$ cat src/rtl/src_window_fetch.sv
// Bilinear upscaler front end: maps an output coordinate to source space and
// fetches the 2x2 source neighbourhood with its fractional weights.
module src_window_fetch #(
    parameter int H_in    = 256,
    parameter int W_in    = 256,
    parameter int H_out   = 512,
    parameter int W_out   = 512,
    parameter int CHANNEL = 3,
    parameter int PIX_W   = 8,
    parameter int FRAC    = 8
) (
    input  logic                          clk,
    input  logic                          rst,
    input  logic                          req_valid,
    output logic                          req_ready,
    input  logic [$clog2(W_out)-1:0]      req_x,
    input  logic [$clog2(H_out)-1:0]      req_y,
    output logic                          mem_rd_en,
    output logic [$clog2(H_in*W_in)-1:0]  mem_addr,
    input  logic [CHANNEL*PIX_W-1:0]      mem_rdata,
    output logic                          out_valid,
    input  logic                          out_ready,
    output logic [CHANNEL*PIX_W-1:0]      p00,
    output logic [CHANNEL*PIX_W-1:0]      p01,
    output logic [CHANNEL*PIX_W-1:0]      p10,
    output logic [CHANNEL*PIX_W-1:0]      p11,
    output logic [FRAC-1:0]               fx,
    output logic [FRAC-1:0]               fy
);

    localparam int XW     = $clog2(W_out);
    localparam int YW     = $clog2(H_out);
    localparam int AW     = $clog2(H_in*W_in);
    localparam int X0W    = $clog2(W_in);
    localparam int Y0W    = $clog2(H_in);
    localparam int STEP_X = (W_in << FRAC) / W_out;
    localparam int STEP_Y = (H_in << FRAC) / H_out;
    localparam int SXW    = XW + FRAC + 1;
    localparam int SYW    = YW + FRAC + 1;

    localparam logic [XW-1:0]  X_MAX  = XW'(W_out - 1);
    localparam logic [YW-1:0]  Y_MAX  = YW'(H_out - 1);
    localparam logic [X0W-1:0] X0_MAX = X0W'(W_in - 1);
    localparam logic [Y0W-1:0] Y0_MAX = Y0W'(H_in - 1);

    typedef enum logic [2:0] {IDLE, CALC, RD00, RD01, RD10, RD11, CAP, OUT} state_t;

    state_t r_state, w_next;

    logic [XW-1:0]            r_req_x;
    logic [YW-1:0]            r_req_y;
    logic [X0W-1:0]           r_x0, r_x1;
    logic [Y0W-1:0]           r_y0, r_y1;
    logic [FRAC-1:0]          r_fx, r_fy;
    logic [CHANNEL*PIX_W-1:0] r_p00, r_p01, r_p10, r_p11;

    logic [XW-1:0]       w_cx;
    logic [YW-1:0]       w_cy;
    logic [SXW-1:0]      w_sx;
    logic [SYW-1:0]      w_sy;
    logic [SXW-FRAC-1:0] w_x0_full;
    logic [SYW-FRAC-1:0] w_y0_full;
    logic [X0W-1:0]      w_x0, w_x1;
    logic [Y0W-1:0]      w_y0, w_y1;

    function automatic logic [AW-1:0] addr_of(input logic [Y0W-1:0] y, input logic [X0W-1:0] x);
        return AW'(y) * AW'(W_in) + AW'(x);
    endfunction

    // Source coordinate math; the full-width product keeps every integer bit.
    always_comb begin
        w_cx      = (r_req_x > X_MAX) ? X_MAX : r_req_x;
        w_cy      = (r_req_y > Y_MAX) ? Y_MAX : r_req_y;
        w_sx      = SXW'(w_cx) * SXW'(STEP_X);
        w_sy      = SYW'(w_cy) * SYW'(STEP_Y);
        w_x0_full = w_sx[SXW-1:FRAC];
        w_y0_full = w_sy[SYW-1:FRAC];
        w_x0      = X0W'(w_x0_full);
        w_y0      = Y0W'(w_y0_full);
        w_x1      = (w_x0 == X0_MAX) ? w_x0 : w_x0 + X0W'(1);
        w_y1      = (w_y0 == Y0_MAX) ? w_y0 : w_y0 + Y0W'(1);
    end

    always_comb begin
        w_next    = r_state;
        req_ready = 1'b0;
        mem_rd_en = 1'b0;
        mem_addr  = '0;
        out_valid = 1'b0;
        case (r_state)
            IDLE: begin
                req_ready = 1'b1;
                if (req_valid) w_next = CALC;
            end
            CALC: w_next = RD00;
            RD00: begin
                mem_rd_en = 1'b1;
                mem_addr  = addr_of(r_y0, r_x0);
                w_next    = RD01;
            end
            RD01: begin
                mem_rd_en = 1'b1;
                mem_addr  = addr_of(r_y0, r_x1);
                w_next    = RD10;
            end
            RD10: begin
                mem_rd_en = 1'b1;
                mem_addr  = addr_of(r_y1, r_x0);
                w_next    = RD11;
            end
            RD11: begin
                mem_rd_en = 1'b1;
                mem_addr  = addr_of(r_y1, r_x1);
                w_next    = CAP;
            end
            CAP: w_next = OUT;
            OUT: begin
                out_valid = 1'b1;
                if (out_ready) w_next = IDLE;
            end
            default: w_next = IDLE;
        endcase
    end

    always_ff @(posedge clk) begin
        if (!rst) begin
            r_state <= IDLE;
            r_req_x <= '0;
            r_req_y <= '0;
            r_x0    <= '0;
            r_x1    <= '0;
            r_y0    <= '0;
            r_y1    <= '0;
            r_fx    <= '0;
            r_fy    <= '0;
            r_p00   <= '0;
            r_p01   <= '0;
            r_p10   <= '0;
            r_p11   <= '0;
        end else begin
            r_state <= w_next;
            if (r_state == IDLE && req_valid) begin
                r_req_x <= req_x;
                r_req_y <= req_y;
            end
            if (r_state == CALC) begin
                r_x0 <= w_x0;
                r_x1 <= w_x1;
                r_y0 <= w_y0;
                r_y1 <= w_y1;
                r_fx <= w_sx[FRAC-1:0];
                r_fy <= w_sy[FRAC-1:0];
            end
            // Read data trails its strobe by one cycle, hence the offset capture.
            case (r_state)
                RD01:    r_p00 <= mem_rdata;
                RD10:    r_p01 <= mem_rdata;
                RD11:    r_p10 <= mem_rdata;
                CAP:     r_p11 <= mem_rdata;
                default: ;
            endcase
        end
    end

    assign p00 = r_p00;
    assign p01 = r_p01;
    assign p10 = r_p10;
    assign p11 = r_p11;
    assign fx  = r_fx;
    assign fy  = r_fy;

endmodule

$ cat config.mk
export PLATFORM = sky130hd
export DESIGN_NAME = src_window_fetch
export DESIGN_NICKNAME = d
export VERILOG_FILES = /design/src/rtl/src_window_fetch.sv
export SDC_FILE = /design/constraint.sdc
export NUM_CORES = 1
export LEC_CHECK = 0
export CAP_MARGIN = 20
export CORE_AREA = 4 4 124 126
export CTS_BUF_LIST = sky130_fd_sc_hd__clkbuf_8
export CTS_CLUSTER_DIAMETER = 80
export DETAILED_ROUTE_END_ITERATION = 16
export DIE_AREA = 0 0 128 130
export DONT_BUFFER_PORTS = 1
export GPL_TIMING_DRIVEN = 1
export MAX_ROUTING_LAYER = met4
export PLACE_DENSITY = 0.57
export SETUP_SLACK_MARGIN = 0.3
export SYNTH_ARGS = -nofsm -noshare
export SYNTH_HDL_FRONTEND = slang
export SYNTH_SLANG_ARGS = --single-unit
$ cat constraint.sdc
create_clock -name clk -period 2.2 [get_ports clk]
set_input_delay 0.44 -clock clk [delete_from_list [all_inputs] [get_ports clk]]
set_output_delay 0.44 -clock clk [all_outputs]
set_load 0.01 [all_outputs]
### Word level (Yosys, flattened, before mapping)

Cells that the tools add are included.

* word-level logic and storage cells: 47
* flip-flop bits (word level): 151
* output and inout port bits: 131
* bits of input ports: 46

* add/subtract/negate cells: 6
* mux-type cells: 11
* reduce and logical (&&, ||, !) cells: 4
* equality and inequality tests: 11
* order comparisons: 2

Operators by type and width (count)
* $add 16x8->16: 4
* $pmux 16 s4: 1
* $pmux 3 s8: 1
* $gt 9x9->1 const B: 2
* $mux 9: 2
* $add 8x1->8 const B: 2
* $eq 8x8->1 const B: 2
* $mux 8: 2
* $eq 3x3->1 const B: 4
* $eq 3x2->1 const B: 2
* $mux 3: 2
* $ne 2x2->1 const B: 2
* $reduce_or 4->1: 1
* $eq 3x1->1 const B: 1
* $logic_not 3->1: 1
* $mux 1: 3
* $reduce_and 2->1: 1
* $logic_and 1x1->1: 1

### Logic depth before layout (Yosys ltp)

* depth after elaboration: 4
* mapped depth: 7
* gate-level depth less buffers: 6

### Worst setup path before layout

No wires, ideal clock.

* kind: reg2out
* start: reg r_state[1]
* end: out mem_addr[0]
* path slack: 0.267 ns
* stages on the path, launching flop included: 7
* arrival: 1.493 ns
* required time: 1.760 ns
* buffers on the path: 1
* cells stage by stage: dfxtp_1 > inv_1 > ha_1 > clkbuf_1 > inv_1 > o21ai_1 > nor2_1

* cells in the longest elaborated chain, start to end: 2
* elaborated cells on any way between the ends: 5

RTL lines
* start: declaration: RTL line 48 `state_t r_state, w_next;`
* start signal: assignment: RTL line 141 `r_state <= w_next;`
* $eq 3x3->1 / $eq 3x2->1 (equally long branches): RTL line 90 `case (r_state)`
* $pmux 16 s4 (*): RTL line 90
* end: declaration: RTL line 19 `output logic [$clog2(H_in*W_in)-1:0] mem_addr,`

Mark *: on every way between the ends. The rest lies on a longest branch, timed or not.

### Worst setup path in the final report

* start: reg r_state[1]
* end: out mem_addr[4]

The elaborated chain is that of the path after synthesis.

==> summary.md <==
| Metric | Value |
|---|---|
| Clock-pin transition on the worst setup and hold timing paths | `0.08 ns` |
| Crit Path Class | `reg -> out` |
| Iteration-0 DRC count of the detailed router | `228` |
| Min Hold Slack | `0.123 ns` |
| Syn. warnings | `0` |
| Critical path cell sequence | `inv_4 > ha_4 > inv_4 > o21ai_4 > buf_12 > nor2_2 > buf_4` |
| Setup tns final | `0 ns` |
| Cts bufs inserted | `17` |
| Max_slew headroom | `60.3%` |
| Startpoint of the most critical setup path | `r_state[1]` |
| Sequential element share of the synthesized area | `48.1%` |
| Leading cell type by number of instances after synthesis | `sky130_fd_sc_hd__nand2_1` |
| CTS Sinks | `151` |
| VDD IR-drop max | `0.323 mV` |
| Final Wtd Congestion | `0.852` |
| Initial cell density of the core | `43.9%` |
| Total I/O pin count | `177` |
| Post-detailed-route DRC marker count | `0` |
| Number of H-tree branching levels | `4` |
| Distinct cell type count after synthesis | `41` |
| WL final | `16.3 mm` |
| Leading cell types by total area after synthesis | `sky130_fd_sc_hd__dfxtp_1 (48%), sky130_fd_sc_hd__nand2_1 (17%), sky130_fd_sc_hd__a21boi_0 (15%)` |
| Layout overhead on the synthesized area | `14.3%` |
| Cell count after synthesis | `774` |
| Yosys top cell area share | `48.1%` |
| Category of the worst setup path launch point | `flip-flop` |
| Total of flip-flops plus latches after synthesis | `151` |
| Launch point of the worst hold path | `mem_rdata[6]` |
| Time the worst path needs with I/O delays and setup | `2.02 ns` |
| Number of antenna cells inserted | `0` |
| Max-cap violation count | `0` |
| Data required time at the worst endpoint | `1.76 ns` |
| Average via count per standard cell | `5.24` |
| Worst-margin pin slew | `0.594 ns` |
| Status | `complete, no violations` |
| Number of placement rows | `44` |
| Min-delay worst type | `in -> reg` |
| Share of flip-flops with an asynchronous set or reset | `0%` |
| Post-CTS Hold Fix Bufs | `0` |
| Clock Skew | `0.0120 ns` |
| Overall track demand over capacity in global routing | `19.9%` |
| Fraction of final layout cells sized beyond drive strength 1 | `14.5%` |
| TritonRoute pass-1 iters | `8` |
| Final worst path period share | `91.9%` |
| Detail Placement HPWL | `11.1 mm` |
| Worst skew pair latency | `0.45 ns` |
| Core region area | `0.0143 mm²` |
| Setup crit end kind | `output pin` |
| Top post-synthesis cells by count | `sky130_fd_sc_hd__nand2_1 (279), sky130_fd_sc_hd__dfxtp_1 (151), sky130_fd_sc_hd__a21boi_0 (128), sky130_fd_sc_hd__clkbuf_1 (40), sky130_fd_sc_hd__nor2_1 (28)` |
| Floorplan die width | `128 µm` |
| Syn_area_per_cell | `8.12 µm²` |
| Number of antenna-violating nets in the routed design | `0` |
| Critical path data arrival time | `1.58 ns` |
| Number of buffers inserted by port buffering | `0` |
| Number of synthesized flops with an enable pin | `0` |
| Mapped cell area | `0.00628 mm²` |
| Synth area leader | `sky130_fd_sc_hd__dfxtp_1` |
| Die Area | `0.0166 mm²` |
| Critical-path top delay cell | `sky130_fd_sc_hd__dfxtp_4` |
| Critical path's most frequent cell | `sky130_fd_sc_hd__inv_4` |
| Total leakage power | `2.38 nW` |
| CTS root buffer | `sky130_fd_sc_hd__clkbuf_8` |
| Final number of hold-violating endpoints | `0` |
| Power after layout | `0.00545 W` |
| Max FO, Critical Path | `8` |
| Clk buf depth | `2` |
| Most used flip-flop cell after synthesis | `sky130_fd_sc_hd__dfxtp_1` |
| Detailed-route wire length per cell | `16.7 µm` |
| Initial antenna violation count | `0` |
| Maximum number of pins on one net before global-route repair | `152` |
| Clock tree from TritonCTS | `built` |
| Via count of the first global-routing pass | `4,847` |
| Origin of the critical flop-to-flop path | `r_state[1]` |
| Maximum achievable frequency | `0.495 GHz` |
| Pwr per Cell Area | `759 mW/mm²` |
| Height of the die | `130 µm` |
| Final #Nets | `829` |
| Max incr delay on CP | `0.40 ns` |
| Routed vias | `5,108` |
| # setup viols final | `0` |
| Global-route wire length before repair | `25.2 mm` |
| Congestion Overflow GR | `0` |
| Filler Cells Inserted | `1,384` |
| Unrepaired setup endpoints after global routing | `yes` |
| Max Transition Viols Final | `0` |
[per-layer routing]
metal	vias to the layer above	wire, µm	track usage, %
met1	2407	6590	22.1
met2	164	8210	34.0
met5	-	0	-
met3	18	1270	6.02
li1	2519	-	-
met4	0	222	7.24
[stage by stage]
stage	worst slack (ns)	util [%]	std cells	instance area, µm²
detailed placement	0.245	45.2	931	6470
global placement	0.315	45.2	931	6470
finish	0.178	50.2	975	7180
global route	0.0955	50.2	975	7180
CTS	0.151	49.6	972	7100
floorplan	0.385	-	787	6330
[area by class of cell]
class	instances	area, µm²	area share (%)
clock inverter	12	168	2.33
tap	184	230	3.21
sequential	151	3030	42.2
timing repair buffer	46	393	5.47
clock buffer	19	262	3.64
inverter	4	20.0	0.279
multi-input combinational	559	3080	42.8
[state kept, by name, summed over array words and instances (netlist names)]
| signal | flops |
|---|---|
| p11 | 24 |
| r_y0 | 8 |
| p00 | 24 |
| fx | 1 |
| r_x0 | 8 |
| r_req_x | 9 |
| p10 | 24 |
| r_x1 | 8 |
| p01 | 24 |
| r_req_y | 9 |
| r_y1 | 8 |
| r_state | 3 |
| fy | 1 |
[layout by cell type (no fill, tap or decap), drive strengths merged]
cell type / Yosys / layout
clkinv: 0 / 5
o31ai: 1 / 1
clkbuf: 40 / 19
bufinv: 0 / 3
nor4: 1 / 1
nand3: 5 / 5
a21o: 1 / 1
conb: 1 / 14
nor2b: 3 / 3
nor2: 28 / 28
dfxtp: 151 / 151
nand4b: 1 / 1
o311ai: 1 / 1
o41ai: 1 / 1
mux2i: 9 / 9
nor3: 12 / 12
nand4: 5 / 5
a21boi: 138 / 138
a31oi: 4 / 4
and2: 3 / 3
nor3b: 2 / 2
xnor2: 2 / 2
xor2: 3 / 3
inv: 4 / 7
or3b: 1 / 1
o21ai: 16 / 16
buf: 33 / 46
clkinvlp: 0 / 1
nand2: 279 / 279
and3: 1 / 1
or3: 2 / 2
a21oi: 10 / 10
a22oi: 8 / 8
ha: 4 / 4
o21bai: 1 / 1
and4: 2 / 2
nand2b: 1 / 1
[path summary, 6_finish.rpt]
| kind | endpoint | cells past startpoint | slack, ns |
|---|---|---|---|
| max | mem_addr[4] | 7 | 0.18 |
| max reg2reg | p00[9] | 7 | 0.41 |
| min | p01[6] | 2 | 0.12 |
| min reg2reg | r_x0[0] | 2 | 0.46 |
[power breakdown]
| part | internal, W | total [W] | switching, W | leakage, nW |
|---|---|---|---|---|
| Sequential | 0.00279 | 0.00286 | 0.0000670 | 1.22 |
| Clock | 0.00120 | 0.00227 | 0.00107 | 0.213 |
| Combinational | 0.000141 | 0.000320 | 0.000179 | 0.945 |
[cells by family after synthesis]
group	count (synthesis)	synth area share [%]
muxes	9	1.43
other	1	0.0597
and+or+nand+nor	346	22.4
AOI/OAI and AO/OA	181	20.6
buffers and inverters	77	5.92
adders and majority gates	4	0.797
DFF	151	48.1
xor gates and xnor gates	5	0.697
[critical path, delay by kind of cell, from the launching register on]
kind / cells / cell delay, ns
AOI/OAI and AO/OA: 1 / 0.05
adders and majority gates: 1 / 0.27
buffers and inverters: 4 / 0.38
DFF: 1 / 0.40
and+or+nand+nor: 1 / 0.04
[timing repair]
action / CTS / global route
endpoints found under the setup margin: 20 / 45
pin swaps: 11 / 5
gates cloned: 0 / 0
buffers inserted: 10 / 3
gates resized for setup: 30 / 18
endpoints found under the hold margin: 0 / 0
Power figures use the tool's default switching activity.
